===== src/rtl/router_nport_if.sv =====
// ----------------------------------------------------------------------------
// router_nport_if
//   Bundles the byte-stream input and the per-channel output signals of
//   router_nport. Clock and reset are not part of the bundle.
//
//   pkt_valid  source -> router  qualifies data_in
//   data_in    source -> router  header, payload or parity beat
//   read_enb   sink   -> router  per-channel pop request
//   data_out   router -> sink    channel p in bits [p*DATA_W +: DATA_W]
//   valid_out  router -> sink    channel FIFO non-empty
//   busy       router -> source  input stall, source holds the beat
//   error      router -> source  one-cycle pulse on parity mismatch
//   drop       router -> source  one-cycle pulse when a packet is discarded
//
//   Modports: master = traffic source/sink side, slave = router side.
// ----------------------------------------------------------------------------
interface router_nport_if #(
    parameter int NUM_PORTS = 3,
    parameter int DATA_W    = 8
);
    logic                          pkt_valid;
    logic [DATA_W-1:0]             data_in;
    logic [NUM_PORTS-1:0]          read_enb;
    logic [NUM_PORTS*DATA_W-1:0]   data_out;
    logic [NUM_PORTS-1:0]          valid_out;
    logic                          busy;
    logic                          error;
    logic                          drop;

    modport master (
        output pkt_valid, data_in, read_enb,
        input  data_out, valid_out, busy, error, drop
    );

    modport slave (
        input  pkt_valid, data_in, read_enb,
        output data_out, valid_out, busy, error, drop
    );
endinterface


===== src/rtl/router_nport.sv =====
// ----------------------------------------------------------------------------
// router_nport
//   Single-clock packet router: one byte-stream input, NUM_PORTS output
//   channels, each backed by a FIFO_DEPTH-entry FIFO. A packet is a header
//   (dest in the low ADDR_W bits, LEN above), LEN payload beats and one
//   parity beat (XOR of header and payload). Header and payload are written
//   into FIFO[dest]; the parity beat is only checked. Packets with an
//   invalid dest are consumed and discarded. A channel whose data sits
//   unread for TIMEOUT cycles is flushed.
//
//   Ports:
//     clock  rising-edge system clock
//     reset  asynchronous, active-high reset
//     bus    router_nport_if.slave (see interface header for signals)
// ----------------------------------------------------------------------------
module router_nport #(
    parameter int NUM_PORTS  = 3,
    parameter int DATA_W     = 8,
    parameter int FIFO_DEPTH = 16,
    parameter int TIMEOUT    = 30
) (
    input  logic          clock,
    input  logic          reset,
    router_nport_if.slave bus
);
    localparam int ADDR_W = (NUM_PORTS > 2) ? $clog2(NUM_PORTS) : 1;
    localparam int LEN_W  = DATA_W - ADDR_W;
    localparam int PTR_W  = $clog2(FIFO_DEPTH);
    localparam int CNT_W  = PTR_W + 1;
    localparam int TMO_W  = $clog2(TIMEOUT + 1);
    // Every encodable dest gets a slot so lookups never index out of range.
    localparam int NSLOT  = 1 << ADDR_W;

    typedef enum logic [1:0] {S_IDLE, S_LOAD, S_PARITY, S_DROP} state_e;

    state_e            state_q;
    logic [ADDR_W-1:0] dest_q;
    logic [LEN_W-1:0]  rem_q;     // payload beats still to come
    logic [DATA_W-1:0] par_q;
    logic              error_q;
    logic              drop_q;

    logic [DATA_W-1:0] mem      [NUM_PORTS][FIFO_DEPTH];
    logic [PTR_W-1:0]  wr_ptr_q [NUM_PORTS];
    logic [PTR_W-1:0]  rd_ptr_q [NUM_PORTS];
    logic [CNT_W-1:0]  cnt_q    [NUM_PORTS];
    logic [TMO_W-1:0]  tmo_q    [NUM_PORTS];
    logic [DATA_W-1:0] dout_q   [NUM_PORTS];

    logic [NUM_PORTS-1:0] full, empty, flush, rd_en, wr_en;
    logic [NSLOT-1:0]     full_x, flush_x;
    logic [ADDR_W-1:0]    hdr_dest, tgt;
    logic [LEN_W-1:0]     hdr_len;
    logic                 hdr_ok, routing, busy, accept;

    assign hdr_dest = bus.data_in[ADDR_W-1:0];
    assign hdr_len  = bus.data_in[DATA_W-1:ADDR_W];
    assign hdr_ok   = (int'(hdr_dest) < NUM_PORTS);

    always_comb begin : port_status
        // NOTE: each combinational output gets a default before any branch,
        // so no path leaves it unassigned and infers a latch.
        full  = '0;
        empty = '0;
        flush = '0;
        rd_en = '0;
        for (int p = 0; p < NUM_PORTS; p++) begin
            full[p]  = (cnt_q[p] == CNT_W'(FIFO_DEPTH));
            empty[p] = (cnt_q[p] == '0);
            flush[p] = (tmo_q[p] == TMO_W'(TIMEOUT));
            rd_en[p] = bus.read_enb[p] && !empty[p];
        end
    end

    assign full_x  = NSLOT'(full);
    assign flush_x = NSLOT'(flush);

    // The header picks its channel straight from data_in; later beats use the
    // latched dest. Only states that write into a FIFO can stall the source.
    assign tgt     = (state_q == S_IDLE) ? hdr_dest : dest_q;
    assign routing = ((state_q == S_IDLE) && hdr_ok) || (state_q == S_LOAD);
    assign busy    = bus.pkt_valid && routing && full_x[tgt];
    assign accept  = bus.pkt_valid && !busy;

    always_comb begin : write_select
        wr_en = '0;
        for (int p = 0; p < NUM_PORTS; p++)
            wr_en[p] = accept && routing && (tgt == ADDR_W'(p));
    end

    // ------------------------------------------------------------------ FSM
    always_ff @(posedge clock or posedge reset) begin
        if (reset) begin
            state_q <= S_IDLE;
            dest_q  <= '0;
            rem_q   <= '0;
            par_q   <= '0;
            error_q <= 1'b0;
            drop_q  <= 1'b0;
        end else begin
            // NOTE: state registers use non-blocking assignments so every
            // branch below sees the values from before this edge.
            error_q <= 1'b0;
            drop_q  <= |flush;
            case (state_q)
                S_IDLE: if (accept) begin
                    dest_q <= hdr_dest;
                    rem_q  <= hdr_len;
                    par_q  <= bus.data_in;
                    // A header landing on a channel being flushed is lost
                    // with it, so the rest of that packet is discarded too.
                    if (!hdr_ok || flush_x[hdr_dest]) begin
                        state_q <= S_DROP;
                        drop_q  <= 1'b1;
                    end else begin
                        state_q <= (hdr_len == '0) ? S_PARITY : S_LOAD;
                    end
                end
                S_LOAD: begin
                    if (flush_x[dest_q]) begin
                        // A beat accepted this cycle was flushed, not stored.
                        state_q <= S_DROP;
                        if (accept) rem_q <= rem_q - LEN_W'(1);
                    end else if (accept) begin
                        par_q <= par_q ^ bus.data_in;
                        rem_q <= rem_q - LEN_W'(1);
                        if (rem_q == LEN_W'(1)) state_q <= S_PARITY;
                    end
                end
                S_PARITY: begin
                    if (flush_x[dest_q]) begin
                        // Packet already discarded: no parity verdict.
                        state_q <= accept ? S_IDLE : S_DROP;
                        rem_q   <= '0;
                    end else if (accept) begin
                        error_q <= (bus.data_in != par_q);
                        state_q <= S_IDLE;
                    end
                end
                S_DROP: if (accept) begin
                    // rem_q == 0 means this beat is the parity beat.
                    if (rem_q == '0) state_q <= S_IDLE;
                    else             rem_q   <= rem_q - LEN_W'(1);
                end
                default: state_q <= S_IDLE;
            endcase
        end
    end

    // ------------------------------------------------- FIFO storage
    // NOTE: the data array has no reset; pointers and counts define which
    // entries are meaningful, and a reset here would block RAM mapping.
    always_ff @(posedge clock) begin
        for (int p = 0; p < NUM_PORTS; p++)
            if (wr_en[p] && !flush[p]) mem[p][wr_ptr_q[p]] <= bus.data_in;
    end

    // ------------------------------------- FIFO control and timeouts
    always_ff @(posedge clock or posedge reset) begin
        if (reset) begin
            for (int p = 0; p < NUM_PORTS; p++) begin
                wr_ptr_q[p] <= '0;
                rd_ptr_q[p] <= '0;
                cnt_q[p]    <= '0;
                tmo_q[p]    <= '0;
                dout_q[p]   <= '0;
            end
        end else begin
            for (int p = 0; p < NUM_PORTS; p++) begin
                if (flush[p]) begin
                    // Flush wins over a same-cycle read or write; data_out holds.
                    wr_ptr_q[p] <= '0;
                    rd_ptr_q[p] <= '0;
                    cnt_q[p]    <= '0;
                    tmo_q[p]    <= '0;
                end else begin
                    if (wr_en[p]) wr_ptr_q[p] <= wr_ptr_q[p] + PTR_W'(1);
                    if (rd_en[p]) begin
                        rd_ptr_q[p] <= rd_ptr_q[p] + PTR_W'(1);
                        dout_q[p]   <= mem[p][rd_ptr_q[p]];
                    end
                    cnt_q[p] <= cnt_q[p] + CNT_W'(wr_en[p]) - CNT_W'(rd_en[p]);
                    tmo_q[p] <= (rd_en[p] || empty[p]) ? '0 : tmo_q[p] + TMO_W'(1);
                end
            end
        end
    end

    // ------------------------------------------------------------ outputs
    always_comb begin : pack_out
        bus.data_out = '0;
        for (int p = 0; p < NUM_PORTS; p++)
            bus.data_out[p*DATA_W +: DATA_W] = dout_q[p];
    end

    assign bus.valid_out = ~empty;
    assign bus.busy      = busy;
    assign bus.error     = error_q;
    assign bus.drop      = drop_q;
endmodule


===== src/flat_wrapper.sv =====
// flat-port wrapper written by rule: the top's interface ports become plain ports
module router_nport_flat 
#(
    parameter int NUM_PORTS  = 3,
    parameter int DATA_W     = 8,
    parameter int FIFO_DEPTH = 16,
    parameter int TIMEOUT    = 30
)
  (clock, reset, bus_pkt_valid, bus_data_in, bus_read_enb, bus_data_out, bus_valid_out, bus_busy, bus_error, bus_drop);
  router_nport_if #(.NUM_PORTS(NUM_PORTS), .DATA_W(DATA_W)) bus_i ();
  input  logic clock;
  input  logic reset;
  input wire logic [$bits(bus_i.pkt_valid)-1:0] bus_pkt_valid;
  input wire logic [$bits(bus_i.data_in)-1:0] bus_data_in;
  input wire logic [$bits(bus_i.read_enb)-1:0] bus_read_enb;
  output wire logic [$bits(bus_i.data_out)-1:0] bus_data_out;
  output wire logic [$bits(bus_i.valid_out)-1:0] bus_valid_out;
  output wire logic [$bits(bus_i.busy)-1:0] bus_busy;
  output wire logic [$bits(bus_i.error)-1:0] bus_error;
  output wire logic [$bits(bus_i.drop)-1:0] bus_drop;
  assign bus_i.pkt_valid = bus_pkt_valid;
  assign bus_i.data_in = bus_data_in;
  assign bus_i.read_enb = bus_read_enb;
  assign bus_data_out = bus_i.data_out;
  assign bus_valid_out = bus_i.valid_out;
  assign bus_busy = bus_i.busy;
  assign bus_error = bus_i.error;
  assign bus_drop = bus_i.drop;
  router_nport #(.NUM_PORTS(NUM_PORTS), .DATA_W(DATA_W), .FIFO_DEPTH(FIFO_DEPTH), .TIMEOUT(TIMEOUT)) u_core (.clock(clock), .reset(reset), .bus(bus_i));
endmodule

===== config.mk =====
export PLATFORM = sky130hd
export DESIGN_NAME = router_nport_flat
export DESIGN_NICKNAME = d
export VERILOG_FILES = /design/src/rtl/router_nport_if.sv /design/src/rtl/router_nport.sv /design/src/flat_wrapper.sv
export SDC_FILE = /design/constraint.sdc
export NUM_CORES = 1
export LEC_CHECK = 0
export CORE_UTILIZATION = 62
export DETAILED_ROUTE_END_ITERATION = 10
export DONT_BUFFER_PORTS = 1
export GPL_TIMING_DRIVEN = 0
export PLACE_DENSITY = 0.85
export SLEW_MARGIN = 10
export SYNTH_ARGS = -nofsm -noshare
export SYNTH_HDL_FRONTEND = slang
export SYNTH_SLANG_ARGS = --single-unit

===== constraint.sdc =====
create_clock -name clock -period 5.55 [get_ports clock]
set_clock_uncertainty 0.05 [all_clocks]
set_input_delay 0 -clock clock [delete_from_list [all_inputs] [get_ports clock]]
set_output_delay 0 -clock clock [all_outputs]
set_load 0.05 [all_outputs]

==> metrics.md <==
| Metric | Value |
|---|---|
| Grt ovf | 0 |
| Largest net degree at the start of global routing | 61 |
| R2R cell count | 6 |
| DR WL/cell | 25.9 um |
| Placed cell count | 1524 |
| Syn Nets | 1176 |
| Filler cells | ~1800 |
| Worst-margin pin slew | 1.22 ns |
| Share of the yosys chip area belonging to registers | 69.4% |
| Count of final hold-check violations | 0 |
| Placement Cell Area | 20700 um^2 |
| Slew Limit Headroom | 18.1% |
| Hold WC Path Type | input pin to flip-flop |
| Clk buf depth | 3 |
| Status | finished, final reports clean |
| I/O pins | 44 |
| PD cells | 478 nW/um^2 |
| Area Growth Syn to Fin | 12.4% |
| Buffers added on ports | 0 |
| Slowest cell delay on critical path | 1.05 ns |
| Setup violations, final | 0 |
| Slew Viols, Final | 0 |
| Post-CTS repair timing setup buffer count | 0 |
| Area taken by multi-input logic gates | 5850 um^2 |
| Hold Path Depth | 5 |
| Startpoint Class | flip-flop |
| Die area | 33200 um^2 |
| Mapped Area | 20100 um^2 |
| YS warnings | 0 |
| Arr. time, crit path | 3.72 ns |
| MaxCap Viol Count | 0 |
| CP max stage cell | nor3_1 |
| Static leakage | 7.89 nW |
| Post-synth top area cell | edfxtp_1 |
| Setup_tns | 0 ns |
| Tcrit/Tclk final | between 60% and 70% |
| H-tree depth | 2 |
| CTS Buf Count | 47 |
| EDFF count, synth | ~380 |
| Most frequent cells in the layout | edfxtp_1 (384), mux4_2 (120), dfrtp_1 (98) |
| Fin area | about 23000 um^2 |
| CP max FO | 10 |
| Reg-to-Reg Start | u_core.state_q[0]$_DFFE_PP0P_ |
| Share of the synthesized area in the top cell type | 57.3% |
| Post-Synthesis Cells | 1117 |
| Worst skew pair latency | 0.55 ns |
| Crit-path cells | buf_6 -> or2_1 -> o21ai_1 -> nor4b_4 -> nand3_1 -> nor3_1 |
| CTS tree | built |
| Die H | 182 um |
| Cell variety after synth | 64 |
| FF-to-FF End | u_core.mem[0][135]$_DFFE_PP_ |
| Synthesized area per cell | roughly 18 um^2 |
| Critical path buffers and inverters | 1 |
| Number of synthesized register bits | 482 |
| Worst R2R Setup Slack | 1.92 ns |
| Routed vias/inst | 6.51 |
| Layout cell share with drive strength beyond 1 | 22.3% |
| Reg area | 14000 um^2 |
| Post-CTS resize count | 0 |
| Worst Setup End Kind | flip-flop |
| Req. time, crit path | 5.65 ns |
| Asr flop ratio synth | 20.3% |
| Clock root buffer | clkbuf_16 |
| Core Area | 31700 um^2 |
| Antenna diode count | 0 |
| Initial Util | a little under two thirds |
| Vias in the first global route | 11100 |
| First-pass GRT wire length | 64900 um |
| Non-Filler Instances | 1635 |
| Fmax | around 0.28 GHz |
| Crit path time final | between 3 and 4 ns |
| Post-synth top flop | edfxtp_1 |
| DP HPWL | 24900 um |
| Terminating pin of the worst hold path | u_core.wr_ptr_q[0]$_DFFE_PP0P_ |
| DRT antenna net count | 0 |
| Most common cell after layout, fill and taps aside | edfxtp_1 |
| Starting DRT DRC Count | 1272 |
| Die Width | 182 um |
| GRT Overall Usage | 26.5% |
| # DRC | 0 |
| Vias | 10600 |
| Initial antenna violation count | 0 |
| Unrepaired setup endpoints after global routing | no |
| Rows | 65 |
| CTS sink count | 482 |
| Pwr Total | 10.8 mW |
| Worst Min Path Start | bus_pkt_valid |
| Critical path type | flip-flop to flip-flop |
| Worst path top cell family by delay | simple AND/OR/NAND/NOR gates |
| VDD IR-drop max | 0.281 mV |
| Placer Congestion | 0.804 |
| Main area contributors after synthesis | edfxtp_1 (57%), mux4_2 (13%), dfrtp_1 (12%) |
| Drt pass-1 iters | 6 |
| Clock transition at path regs | 0.06 ns |
| Nets@finish | 1253 |
| Total Wirelength | between 40000 and 50000 um |
-- worst max-delay path by stage --
| stage | start | to | slack, ns | cells after the start |
|---|---|---|---|---|
| 6_report | u_core.state_q[0]$_DFFE_PP0P_ | u_core.mem[0][135]$_DFFE_PP_ | 1.92 | 6 |
| 5_1_grt | u_core.state_q[0]$_DFFE_PP0P_ | u_core.mem[0][159]$_DFFE_PP_ | 1.77 | 6 |
| 4_1_cts | u_core.state_q[0]$_DFFE_PP0P_ | u_core.mem[0][139]$_DFFE_PP_ | 2.04 | 6 |
| 3_5_place_dp | u_core.state_q[0]$_DFFE_PP0P_ | u_core.mem[0][169]$_DFFE_PP_ | 1.98 | 6 |
| 3_3_place_gp | reset | u_core.bus.data_out[6]$_DFFE_PP0P_ | 1.54 | 1 |
| 2_1_floorplan | u_core.state_q[1]$_DFFE_PP0P_ | u_core.cnt_q[4]$_DFF_PP0_ | 2.58 | 10 |
-- tightest hold or removal path: cells and delay by family --
family,cells,cell delay [ns]
AO/OA/AOI/OAI,1,0.12
AND/OR/NAND/NOR,3,0.36
XOR/XNOR,1,0.17
-- logic make-up (layout without fill, tap and decap cells) --
family                     after synthesis  count (layout)  synth area share (%)
buffers and inverters                   91             207                  1.89
and+or+nand+nor                        220             220                  5.73
DFF                                    482             482                  69.4
xor gates and xnor gates                42              42                  1.83
muxes                                  156             156                  15.4
AOI/OAI and AO/OA                       81              81                  2.78
adders and majority gates               45              45                  2.91
-- timing repair --
action,4_1_cts,5_1_grt
endpoints found under the setup margin,0,0
hold buffers,23,0
endpoints found under the hold margin,523,0
-- power by group --
| group | internal, mW | switching (mW) |
|---|---|---|
| Combinational | 1.47 | 1.50 |
| Sequential | 4.19 | 0.564 |
| Clock | 1.78 | 1.30 |
-- per-stage QoR --
| stage | util, % | worst slack [ns] | hold slack [ns] |
|---|---|---|---|
| 2_1_floorplan | - | 2.58 | 0.0489 |
| 3_3_place_gp | 65.1 | 1.54 | 0.0523 |
| 3_5_place_dp | 65.4 | 1.98 | -0.157 |
| 4_1_cts | 71.2 | 2.04 | 0.0625 |
| 5_1_grt | 71.3 | 1.77 | 0.0925 |
| 6_report | 71.3 | 1.92 | 0.0825 |
-- flip-flops by register name (all words and copies together), names as in the netlist --
name	count
u_core.cnt_q	15
u_core.mem	384
u_core.rd_ptr_q	12
u_core.bus.drop	1
u_core.state_q	2
u_core.tmo_q	15
u_core.wr_ptr_q	12
u_core.bus.data_out	24
u_core.bus.error	1
u_core.dest_q	2
u_core.par_q	8
u_core.rem_q	6
-- synth_stat cells (4+ instances only) --
library cell	number
a21o_1	4
a21oi_1	31
and2_1	7
and3_1	18
and4_1	4
buf_2	13
clkbuf_1	29
dfrtp_1	98
edfxtp_1	384
ha_1	42
inv_1	42
mux2_2	24
mux2i_1	9
mux4_2	120
nand2_1	29
nand2b_1	5
nand3_1	18
nand4_1	10
nor2_1	71
nor2b_1	6
nor3_1	19
nor4_1	5
o21ai_0	16
or3_1	8
xnor2_1	24
xor2_1	18
-- metal layers --
metal / share of wire [%] / wire length [um] / vias to the layer above / track usage (%)
met5: 0 / 0 / - / 0
met4: 2.9 / 1240 / 0 / 8.91
li1: - / - / 4546 / -
met2: 51 / 21500 / 513 / 44.4
met1: 40 / 16800 / 5493 / 36.4
met3: 6.8 / 2870 / 94 / 3.65
-- final cells by class --
| type | instances | share of cell area [%] |
|---|---|---|
| flip-flops and latches | 482 | 61.8 |
| well taps | 402 | 2.22 |
| clock buffers | 68 | 5.77 |
| plain buffers | 49 | 0.984 |
| inverters | 42 | 0.719 |
| repair buffers | 28 | 1.84 |
| clock inverters | 20 | 0.813 |
| multi-input cells | 544 | 25.9 |
Power figures use the tool's default switching activity.
